### config.mk
export PLATFORM = sky130hd
export DESIGN_NAME = apb3_master_arbiter
export DESIGN_NICKNAME = d
export VERILOG_FILES = /design/src/rtl/apb3_master_arbiter.sv
export SDC_FILE = /design/constraint.sdc
export NUM_CORES = 1
export LEC_CHECK = 0
export CAP_MARGIN = 20
export CORE_MARGIN = 10
export CORE_UTILIZATION = 25
export CTS_CLUSTER_DIAMETER = 40
export CTS_CLUSTER_SIZE = 28
export DETAILED_ROUTE_END_ITERATION = 7
export RECOVER_POWER = 100
export REMOVE_ABC_BUFFERS = 1
export SLEW_MARGIN = 20
export SYNTH_ARGS = -nofsm -noshare
export SYNTH_HDL_FRONTEND = slang
export SYNTH_SLANG_ARGS = --single-unit
export TNS_END_PERCENT = 1
### constraint.sdc
create_clock -name PCLK -period 1.5 [get_ports PCLK]
set_input_delay 0.15 -clock PCLK [delete_from_list [all_inputs] [get_ports PCLK]]
set_output_delay 0.15 -clock PCLK [all_outputs]
set_load 0.005 [all_outputs]
### src/rtl/apb3_master_arbiter.sv
// apb3_master_arbiter: round-robin arbiter sharing one APB3 bus between NREQ requesters,
// with a wait-state timeout that forces an error response against a hung slave.
module apb3_master_arbiter #(
    parameter int NREQ    = 2,
    parameter int AW      = 32,
    parameter int DW      = 32,
    parameter int TIMEOUT = 16
) (
    input  logic             PCLK,
    input  logic             PRESETn,
    input  logic [NREQ-1:0]  req_valid,
    input  logic [NREQ-1:0]  req_write,
    input  logic [NREQ*AW-1:0] req_addr,
    input  logic [NREQ*DW-1:0] req_wdata,
    output logic [NREQ-1:0]  req_ready,
    output logic [NREQ-1:0]  rsp_valid,
    output logic [DW-1:0]    rsp_rdata,
    output logic             rsp_err,
    output logic             PSEL,
    output logic             PENABLE,
    output logic [AW-1:0]    PADDR,
    output logic             PWRITE,
    output logic [DW-1:0]    PWDATA,
    input  logic [DW-1:0]    PRDATA,
    input  logic             PREADY,
    input  logic             PSLVERR
);
    localparam int IW = $clog2(NREQ);
    localparam int CW = $clog2(TIMEOUT);

    typedef enum logic [1:0] {IDLE, SETUP, ACCESS} state_t;

    state_t          state_q, state_d;
    logic [IW-1:0]   last_q, last_d, gnt, cand;
    logic [CW-1:0]   cnt_q, cnt_d;
    logic            found, grant, done;
    logic            psel_q, psel_d, penable_q, penable_d, pwrite_q, pwrite_d;
    logic [AW-1:0]   paddr_q, paddr_d;
    logic [DW-1:0]   pwdata_q, pwdata_d, rdata_q, rdata_d;
    logic [NREQ-1:0] rvalid_q, rvalid_d;
    logic            err_q, err_d;

    // Search starts just after the last winner, so the previous grantee has lowest priority.
    always_comb begin
        gnt   = '0;
        found = 1'b0;
        cand  = last_q;
        for (int k = 0; k < NREQ; k++) begin
            cand = (cand == IW'(NREQ - 1)) ? '0 : cand + 1'b1;
            if (!found && req_valid[cand]) begin
                gnt   = cand;
                found = 1'b1;
            end
        end
    end

    assign grant = (state_q == IDLE) && found;
    assign done  = (state_q == ACCESS) && (PREADY || cnt_q == CW'(TIMEOUT - 1));

    always_ff @(posedge PCLK or negedge PRESETn) begin
        if (!PRESETn) state_q <= IDLE;
        else          state_q <= state_d;
    end

    always_comb begin
        state_d = state_q;
        case (state_q)
            IDLE:    state_d = found ? SETUP : IDLE;
            SETUP:   state_d = ACCESS;
            ACCESS:  state_d = done ? IDLE : ACCESS;
            default: state_d = IDLE;
        endcase
    end

    always_comb begin
        req_ready = grant ? (NREQ'(1) << gnt) : '0;
        last_d    = grant ? gnt : last_q;
        paddr_d   = grant ? req_addr[gnt*AW +: AW] : paddr_q;
        pwdata_d  = grant ? req_wdata[gnt*DW +: DW] : pwdata_q;
        pwrite_d  = grant ? req_write[gnt] : pwrite_q;
        psel_d    = grant ? 1'b1 : done ? 1'b0 : psel_q;
        penable_d = (state_q == SETUP) ? 1'b1 : done ? 1'b0 : penable_q;
        cnt_d     = (state_q == SETUP) ? '0 : (state_q == ACCESS && !done) ? cnt_q + 1'b1 : cnt_q;
        rvalid_d  = done ? (NREQ'(1) << last_q) : '0;
        err_d     = done ? (PREADY ? PSLVERR : 1'b1) : err_q;
        // Writes never disturb the last read value.
        rdata_d   = (done && !pwrite_q) ? (PREADY ? PRDATA : DW'(32'hDEADBEEF)) : rdata_q;
    end

    always_ff @(posedge PCLK or negedge PRESETn) begin
        if (!PRESETn) begin
            last_q    <= IW'(NREQ - 1);
            cnt_q     <= '0;
            psel_q    <= 1'b0;
            penable_q <= 1'b0;
            pwrite_q  <= 1'b0;
            paddr_q   <= '0;
            pwdata_q  <= '0;
            rvalid_q  <= '0;
            rdata_q   <= '0;
            err_q     <= 1'b0;
        end else begin
            last_q    <= last_d;
            cnt_q     <= cnt_d;
            psel_q    <= psel_d;
            penable_q <= penable_d;
            pwrite_q  <= pwrite_d;
            paddr_q   <= paddr_d;
            pwdata_q  <= pwdata_d;
            rvalid_q  <= rvalid_d;
            rdata_q   <= rdata_d;
            err_q     <= err_d;
        end
    end

    assign PSEL      = psel_q;
    assign PENABLE   = penable_q;
    assign PADDR     = paddr_q;
    assign PWRITE    = pwrite_q;
    assign PWDATA    = pwdata_q;
    assign rsp_valid = rvalid_q;
    assign rsp_rdata = rdata_q;
    assign rsp_err   = err_q;
endmodule

-- After elaboration in Yosys (flattened, before gate mapping)
Index checks and enable logic that the tools add are counted.
- register bits after elaboration: 109
- bits of input ports: 168
- output and inout port bits: 104
- logic and storage cells: 61
- add/subtract/negate cells: 3
- order comparisons: 3
- equality and inequality tests: 3
- shift operators: 4
- mux-type cells: 24
- reduce and logical (&&, ||, !) cells: 13
- operators by type and width (cell ; number):
    $shiftx A64 B7 Y32 ; 2
    $mux W32 ; 1
    $mux W1 ; 17
    $mux W4 ; 2
    $lt A1 B2 Y1 const B ; 3
    $mux W2 ; 3
    $pmux W2 S3 ; 1
    $reduce_bool A2 Y1 ; 3
    $logic_and A1 B1 Y1 ; 5
    $add A4 B1 Y4 const B ; 1
    $eq A4 B4 Y1 const B ; 1
    $shl A1 B1 Y2 const A ; 2
    $logic_not A1 Y1 ; 3
    $add A1 B1 Y1 const B ; 2
    $eq A2 B1 Y1 const B ; 1
    $eq A2 B2 Y1 const B ; 1
    $logic_not A2 Y1 ; 1
    $logic_or A1 B1 Y1 ; 1

-- Depth between registers and ports, before layout
Gate-level depths: netlist of run 1.
- depth after elaboration: 10
- depth in mapped cells: 6
- depth with buffers taken out: 4

-- Worst setup path before layout of run 1
No wires, ideal clock.
- path kind: flip-flop to flip-flop
- start point: reg cnt_q[0]
- end point: reg rdata_q[10] (netlist: rsp_rdata[10])
- library setup time: 0.121 ns
- data arrival time: 1.409 ns
- required time: 1.379 ns
- path slack: -0.030 ns
- stages on the path, launching flop included: 6
- path buffers: 1
- period minus slack after synthesis: 1.530 ns
- path through: dfrtp_1 > ha_1 > a31oi_1 > nor3_2 > buf_2 > o22a_1
- word-level cells in the longest chain between the ends: 4
- RTL lines (what ; line ; source):
    from (decl) ; 35 ; logic [CW-1:0] cnt_q, cnt_d;
    from (signal assigned) ; 104 ; cnt_q <= cnt_d;
    $eq A4 B4 Y1 ; 58 ; assign done = (state_q == ACCESS) && (PREADY || cnt_q == CW'(TIMEOUT - 1));
    $logic_or A1 B1 Y1 ; 58 ;
    $logic_and A1 B1 Y1 ; 58 ;
    $logic_and A1 B1 Y1 ; 87 ; rdata_d = (done && !pwrite_q) ? (PREADY ? PRDATA : DW'(32'hDEADBEEF)) : rdata_q;
    to (signal assigned) ; 111 ; rdata_q <= rdata_d;
    to (decl) ; 39 ; logic [DW-1:0] pwdata_q, pwdata_d, rdata_q, rdata_d;
No other way between the ends.
A chain may end at the register's enable or synchronous reset.

-- Worst setup path in the final report of run 1
- start point: reg last_q
- end point: reg paddr_q[1] (netlist: PADDR[1])
- word-level cells in the longest chain between the ends: 9
- RTL lines (what ; line ; source):
    from (decl) ; 34 ; logic [IW-1:0] last_q, last_d, gnt, cand;
    from (signal assigned) ; 92 ; last_q <= IW'(NREQ - 1);
    from (signal assigned) ; 103 ; last_q <= last_d;
    $add A1 B1 Y1 ; 49 ; cand = (cand == IW'(NREQ - 1)) ? '0 : cand + 1'b1;
    $mux W1 * ; 49 ;
    $add A1 B1 Y1 / $mux W1 (equally long branches) ; 49, 50 ;
    $mux W1 (on tied branches) ; 49, 50 ;
    $mux W1 (not written as such) ; 50 ; if (!found && req_valid[cand]) begin
    $mux W1 (not written as such) / $logic_not A1 Y1 (equally long branches) ; 50 ;
    $logic_and A1 B1 Y1 ; 50 ;
    $mux W1 ; 50 ;
    $shiftx A64 B7 Y32 / $logic_and A1 B1 Y1 (equally long branches) ; 78, 57 ;
    to (signal assigned) ; 108 ; paddr_q <= paddr_d;
    to (decl) ; 38 ; logic [AW-1:0] paddr_q, paddr_d;
Mark *: on every way between the ends. The rest lies on a longest branch, timed or not. The select of a mux whose other input is x is not followed.

==> results of run 1 <==
[what timing repair did]
item,4_1_cts,5_1_grt
endpoints found under the setup margin,97,98
pin swaps,4,5
buffers inserted,1,1
hold buffers,1,0
hold endpoints to repair,68,0
gates cloned,1,0
resized for setup,23,17
[routing by layer]
metal | wire length (microns) | global-route usage (%) | part of all wire (%)
met1 | 7520 | 17.3 | 40
met2 | 8880 | 24.1 | 48
met3 | 1950 | 6.37 | 10
met4 | 319 | 5.26 | 1.7
met5 | 0 | 0 | 0
[worst min-delay path by stage]
stage                 start                        end  slack [ns]  cells after the start
floorplan           PRESETn       PADDR[0]$_DFFE_PN0P_       -0.15                      0
global placement    PRESETn      PADDR[10]$_DFFE_PN0P_        0.05                      1
detailed placement  PRESETn      PADDR[10]$_DFFE_PN0P_        0.05                      1
CTS                 PRESETn  rsp_rdata[17]$_DFFE_PN0P_        0.22                      2
global route        PRESETn  rsp_rdata[17]$_DFFE_PN0P_        0.33                      2
finish              PRESETn  rsp_rdata[17]$_DFFE_PN0P_        0.29                      2
[synth_stat cells (2+ instances only)]
library cell / instances / area share [%]
a21boi_0: 61 / 9.9
inv_1: 4 / 0.33
clkbuf_1: 12 / 0.98
a22o_1: 8 / 1.5
nor2b_1: 3 / 0.41
and3_1: 3 / 0.41
dfrtp_1: 108 / 59
nand2b_1: 3 / 0.41
a21o_1: 2 / 0.33
buf_2: 18 / 2.0
o22a_1: 24 / 4.6
a31o_2: 2 / 0.38
a221o_1: 65 / 14
o21ai_0: 3 / 0.33
nor2_1: 3 / 0.24
buf_6: 5 / 1.2
a21boi_1: 4 / 0.65
nand2_1: 6 / 0.49
[registers in the layout (all words and copies together), names as in the netlist]
signal,flops
PADDR,32
PWDATA,32
rsp_rdata,32
cnt_q,4
rsp_valid,2
state_q,2
PENABLE,1
PSEL,1
PWRITE,1
last_q,1
rsp_err,1
[cells by family (layout without fill, tap and decap cells)]
| logic type | Yosys count | count (layout) | share of synthesized area [%] |
|---|---|---|---|
| buffers and inverters | 39 | 329 | 4.48 |
| AO/OA/AOI/OAI | 173 | 173 | 32.4 |
| AND/OR/NAND/NOR | 27 | 27 | 3.39 |
| adder cells (fa/ha/maj) | 1 | 1 | 0.271 |
| other | 0 | 1 | 0 |
| flip-flops | 109 | 109 | 59.2 |
| multiplexers | 1 | 1 | 0.217 |
[cell type report]
class	instances	area, sq um
clock buffer	13	250
fill	1645	9840
sequential	109	2730
timing repair buffer	309	3110
multi-input combinational	202	1730
antenna	1	2.50
inverter	4	15.0
tap	229	287
clock inverter	3	68.8
[report_power, final]
part / internal, mW / switching, mW
combinational: 4.48 / 2.81
clock: 1.52 / 1.05
sequential: 4.33 / 0.807
[stage by stage]
stage               hold WS [ns]  cell area (sq um)  setup slack [ns]  power [mW]  instances
floorplan                 -0.146               4420             -1.71        7.72        315
global placement          0.0524               7750            -0.240        12.3        849
detailed placement        0.0525               7750            -0.264        12.5        849
CTS                        0.224               8160           -0.0399        15.3        868
global route               0.329               8190           -0.0767        16.0        869
finish                     0.289               8190           -0.0272        15.0        870
==> results.cfg, run 1 <==
[status]
outcome = finished, violations left
violations = setup timing

[worst_hold_path]
hp-class = in2async

[grt]
grt.overflow.total = 0
grt_pass1_vias = 4955
grt_max_degree = 53
grt_pass1_wl_microns = 28500
grt_usage_pct = 14.9
grt_antenna_before_repair = 1

[timing]
fin_ws_ns = -0.0272
finalSetupTns_ns = -0.731
skew_ns = 0.00631
setup_viol = 61
period_share_pct = 102
worst_pin_slew_ns = 0.617
maxSlewViolCount = 0
hold_viol = 0
rsz0062_at_grt = yes
relSlewSlack_pct = 58.8
min_period_ns = 1.53
max_freq_mhz = 655

[yosys]
yosysUniqueCellTypes = 34
synth_cells = 350
synthFlopType = dfrtp_1
ys_ff_latch = 109
synth-edff-count = 0
synth_seq_area_share_pct = 59.2
syn_avg_cell_area_sq_um = 13.2
syn-cell-area_sq_um = 4610
yosys_warnings = 0
synthArstFlopShare_pct = 100

[worst_setup_path]
required_ns = 1.73
r2r_slack_ns = -0.03
cp-end-kind = flop
critical-path-top-delay-family = flip-flops
crit_path_max_incr_delay_ns = 0.55
worstPathCellList = nand2_1 -> and3_4 -> buf_12 -> buf_12 -> a221o_1
reg2reg_to = PADDR[1]$_DFFE_PN0P_
criticalPathCategory = reg2reg
setup.worst_path.start = last_q$_DFFE_PN1P_
crit_slowest_cell = dfstp_2
crit_top_cell = buf_12
cp.depth = 5
r2r_cells = 5
path_buf_inv = 2
critPathCapture = PADDR[1]$_DFFE_PN0P_
path_max_fanout = 20
crit_arrival_ns = 1.76
crit_path_start_kind = flop
r2r-start = last_q$_DFFE_PN1P_

[floorplanning]
dieWidth_microns = 156
initial_core_util_pct = 25.6
fp.dieH_microns = 156
num_rows = 49
io_pins = 272
die_area_sq_um = 24300
core_region_area_sq_um = 18000

[power]
ir_drop_mv = 0.850
p_leak_nw = 3.37
p_per_area_nw_per_um2 = 1830

[clocking]
cts_buffers = 9
cts_max_path_buffers = 2
cts.sinks = 109
cts_tree = yes
clock_latency_ns = 0.35
clk_pin_slew_worst_paths_ns = 0.07
cts-root-buf = clkbuf_16
h-tree-depth = 3

[drt]
drt_first_pass_iters = 6
drtIter0Drc = 188
wl_per_cell_microns = 21.5
vias = 4310
ant_nets = 0
drc = 0
via_per_inst = 4.95
postRouteWirelength_microns = 18700

[layout]
syn_to_final_growth_pct = 77.7
drive_above_1_share_pct = 10.2
layout_commonest_cell = clkdlybuf4s50_1
nNetsFinal = 804
final_cell_mix = 226 x clkdlybuf4s50_1, 108 x dfrtp_1, 65 x a221o_1, 60 x a21boi_0, 42 x dlygate4sd3_1
final_util_pct = 45.4

[placement]
gp_congestion = 0.828
hpwl_microns = 14000
port_buffers = 271

[flow_run]
cap_violations = 0
Power figures use the tool's default switching activity.
==> inputs of run 2 (changes only) <==
--- a/config.mk
+++ b/config.mk
@@ -5,7 +5,6 @@
 export SDC_FILE = /design/constraint.sdc
 export NUM_CORES = 1
 export LEC_CHECK = 0
-export CAP_MARGIN = 20
 export CORE_MARGIN = 10
 export CORE_UTILIZATION = 25
 export CTS_CLUSTER_DIAMETER = 40
@@ -13,6 +12,7 @@
 export DETAILED_ROUTE_END_ITERATION = 7
 export RECOVER_POWER = 100
 export REMOVE_ABC_BUFFERS = 1
+export SETUP_SLACK_MARGIN = 0.3
 export SLEW_MARGIN = 20
 export SYNTH_ARGS = -nofsm -noshare
 export SYNTH_HDL_FRONTEND = slang
==> constraint.sdc (replaced) <==
create_clock -name PCLK -period 1.6 [get_ports PCLK]
set_input_delay 0.16 -clock PCLK [delete_from_list [all_inputs] [get_ports PCLK]]
set_output_delay 0.16 -clock PCLK [all_outputs]
set_load 0.005 [all_outputs]
==> results.cfg, run 2 (synthesis results as in run 1) <==
[worst_setup_path]
r2r_cells = 5
setup.worst_path.start = state_q[0]$_DFF_PN0_
path_max_fanout = 24
required_ns = 1.83
reg2reg_to = rsp_rdata[7]$_DFFE_PN0P_
crit_slowest_cell = dfrtp_1
crit_arrival_ns = 1.79
path_buf_inv = 2
r2r_slack_ns = 0.05
critical-path-top-delay-family = simple AND/OR/NAND/NOR gates
cp-end-kind = flop
criticalPathCategory = reg2reg
crit_path_max_incr_delay_ns = 0.41
worstPathCellList = buf_4 -> nand3b_1 -> or2_1 -> buf_12 -> o22a_1
r2r-start = state_q[0]$_DFF_PN0_
crit_path_start_kind = flop

[clocking]
cts_buffers = 9
clock_latency_ns = 0.35
h-tree-depth = 3
cts_tree = yes
cts_max_path_buffers = 2
cts.sinks = 109
clk_pin_slew_worst_paths_ns = 0.08
cts-root-buf = clkbuf_16

[drt]
drc = 0
ant_nets = 0
drtIter0Drc = 213
vias = 4287
wl_per_cell_microns = 21.6
via_per_inst = 4.96
drt_first_pass_iters = 4
postRouteWirelength_microns = 18600

[timing]
setup_viol = 0
worst_pin_slew_ns = 0.987
max_freq_mhz = 644
maxSlewViolCount = 0
fin_ws_ns = 0.0466
skew_ns = 0.00852
min_period_ns = 1.55
period_share_pct = 97.1
hold_viol = 0
rsz0062_at_grt = yes
relSlewSlack_pct = 34.2

[flow_run]
cap_violations = 0

[worst_hold_path]
holdPathStages = 3
holdPathEnd = rsp_err$_DFFE_PN0P_
hp-class = in2reg
min_from = PSLVERR

[floorplanning]
core_region_area_sq_um = 18000
dieWidth_microns = 156
die_area_sq_um = 24300
num_rows = 49
fp.dieH_microns = 156
initial_core_util_pct = 25.6
io_pins = 272

[layout]
nNetsFinal = 799
drive_above_1_share_pct = 10.4
nFillCells = 1643
syn_to_final_growth_pct = 77.0
layout_commonest_cell = clkdlybuf4s50_1
final_cell_mix = 167 x clkdlybuf4s50_1, 107 x dfrtp_1, 102 x dlygate4sd3_1, 65 x a221o_1, 61 x a21boi_0

[placement]
dp_slack_ns = -0.214
hpwl_microns = 13600
gp_congestion = 0.814
port_buffers = 271

[grt]
grt_pass1_wl_microns = 27900
grt_pass1_vias = 4774
grt_antenna_before_repair = 1
grt_max_degree = 110
grt_usage_pct = 14.7
grt.overflow.total = 0

[power]
ir_drop_mv = 0.713
p_per_area_nw_per_um2 = 1670
p_leak_nw = 3.39
finalPower_mw = 13.6

[status]
outcome = finished clean
-- run 2: changes by cell type in the layout (fill, tap and decap cells not counted), sizes merged, moves of 2 or more --
cell,delta
dlygate4sd3,+60
clkdlybuf4s50,-59
clkbuf,-7
inv,+3
buf,-2
clkinv,+2
-- run 2: final cells by class --
class	count	area (sq um)	share of cell area (%)
timing repair buffer	304	3090	37.9
clock buffer	9	225	2.76
inverter	4	15.0	0.184
antenna	1	2.50	0.0307
tap	229	287	3.51
clock inverter	7	81.3	0.997
multi-input combinational	202	1720	21.1
sequential	109	2730	33.5
-- run 2: worst reg2reg max path, stage by stage, from the launching register on --
cell      delay (ns)
dfrtp_1         0.41
buf_4           0.15
nand3b_1        0.19
or2_1           0.29
buf_12          0.16
o22a_1          0.22
-- run 2: repair_timing --
| action | in CTS | in global routing |
|---|---|---|
| hold buffers | 1 | 0 |
| gates resized for setup | 23 | 7 |
| pin swaps | 1 | 2 |
| setup endpoints to repair | 210 | 212 |
| cloned | 1 | 4 |
| endpoints found under the hold margin | 108 | 0 |
| setup buffers | 1 | 2 |
-- run 2: where the power goes --
part | internal (mW) | total [mW] | switching [mW] | leakage, nW
Clock | 1.24 | 2.32 | 1.08 | 0.152
Sequential | 4.06 | 4.76 | 0.701 | 1.31
Combinational | 3.92 | 6.56 | 2.64 | 1.92
-- run 2: per-stage QoR --
| stage | hold slack, ns | area (sq um) | instances | TNS (ns) | util, % |
|---|---|---|---|---|---|
| floorplan | -0.136 | 4420 | 315 | -112.80 | - |
| global placement | 0.285 | 7660 | 839 | -9.84 | 42.5 |
| detailed placement | 0.285 | 7660 | 839 | -11.81 | 42.5 |
| CTS | 0.394 | 8060 | 858 | 0 | 44.7 |
| global route | 0.403 | 8160 | 864 | 0 | 45.2 |
| finish | 0.398 | 8160 | 865 | 0 | 45.3 |
-- run 2: how the worst max path moves through the flow --
stage	to	slack, ns	depth (start not counted)
after detailed placement	PWDATA[21]$_DFFE_PN0P_	-0.21	5
after global placement	PADDR[29]$_DFFE_PN0P_	-0.18	5
after global routing	req_ready[0]	0.002	3
after CTS	PWRITE	0.04	1
final	rsp_rdata[7]$_DFFE_PN0P_	0.05	5
after floorplan	PADDR[0]$_DFFE_PN0P_	-1.61	3
-- run 2: metal layers --
metal | wire length [microns] | global-route usage (%) | vias up
met2 | 9020 | 23.9 | 224
met1 | 7450 | 17.1 | 2093
met4 | 297 | 4.90 | 0
met5 | 0 | 0 | -
li1 | - | - | 1953
met3 | 1880 | 6.04 | 17
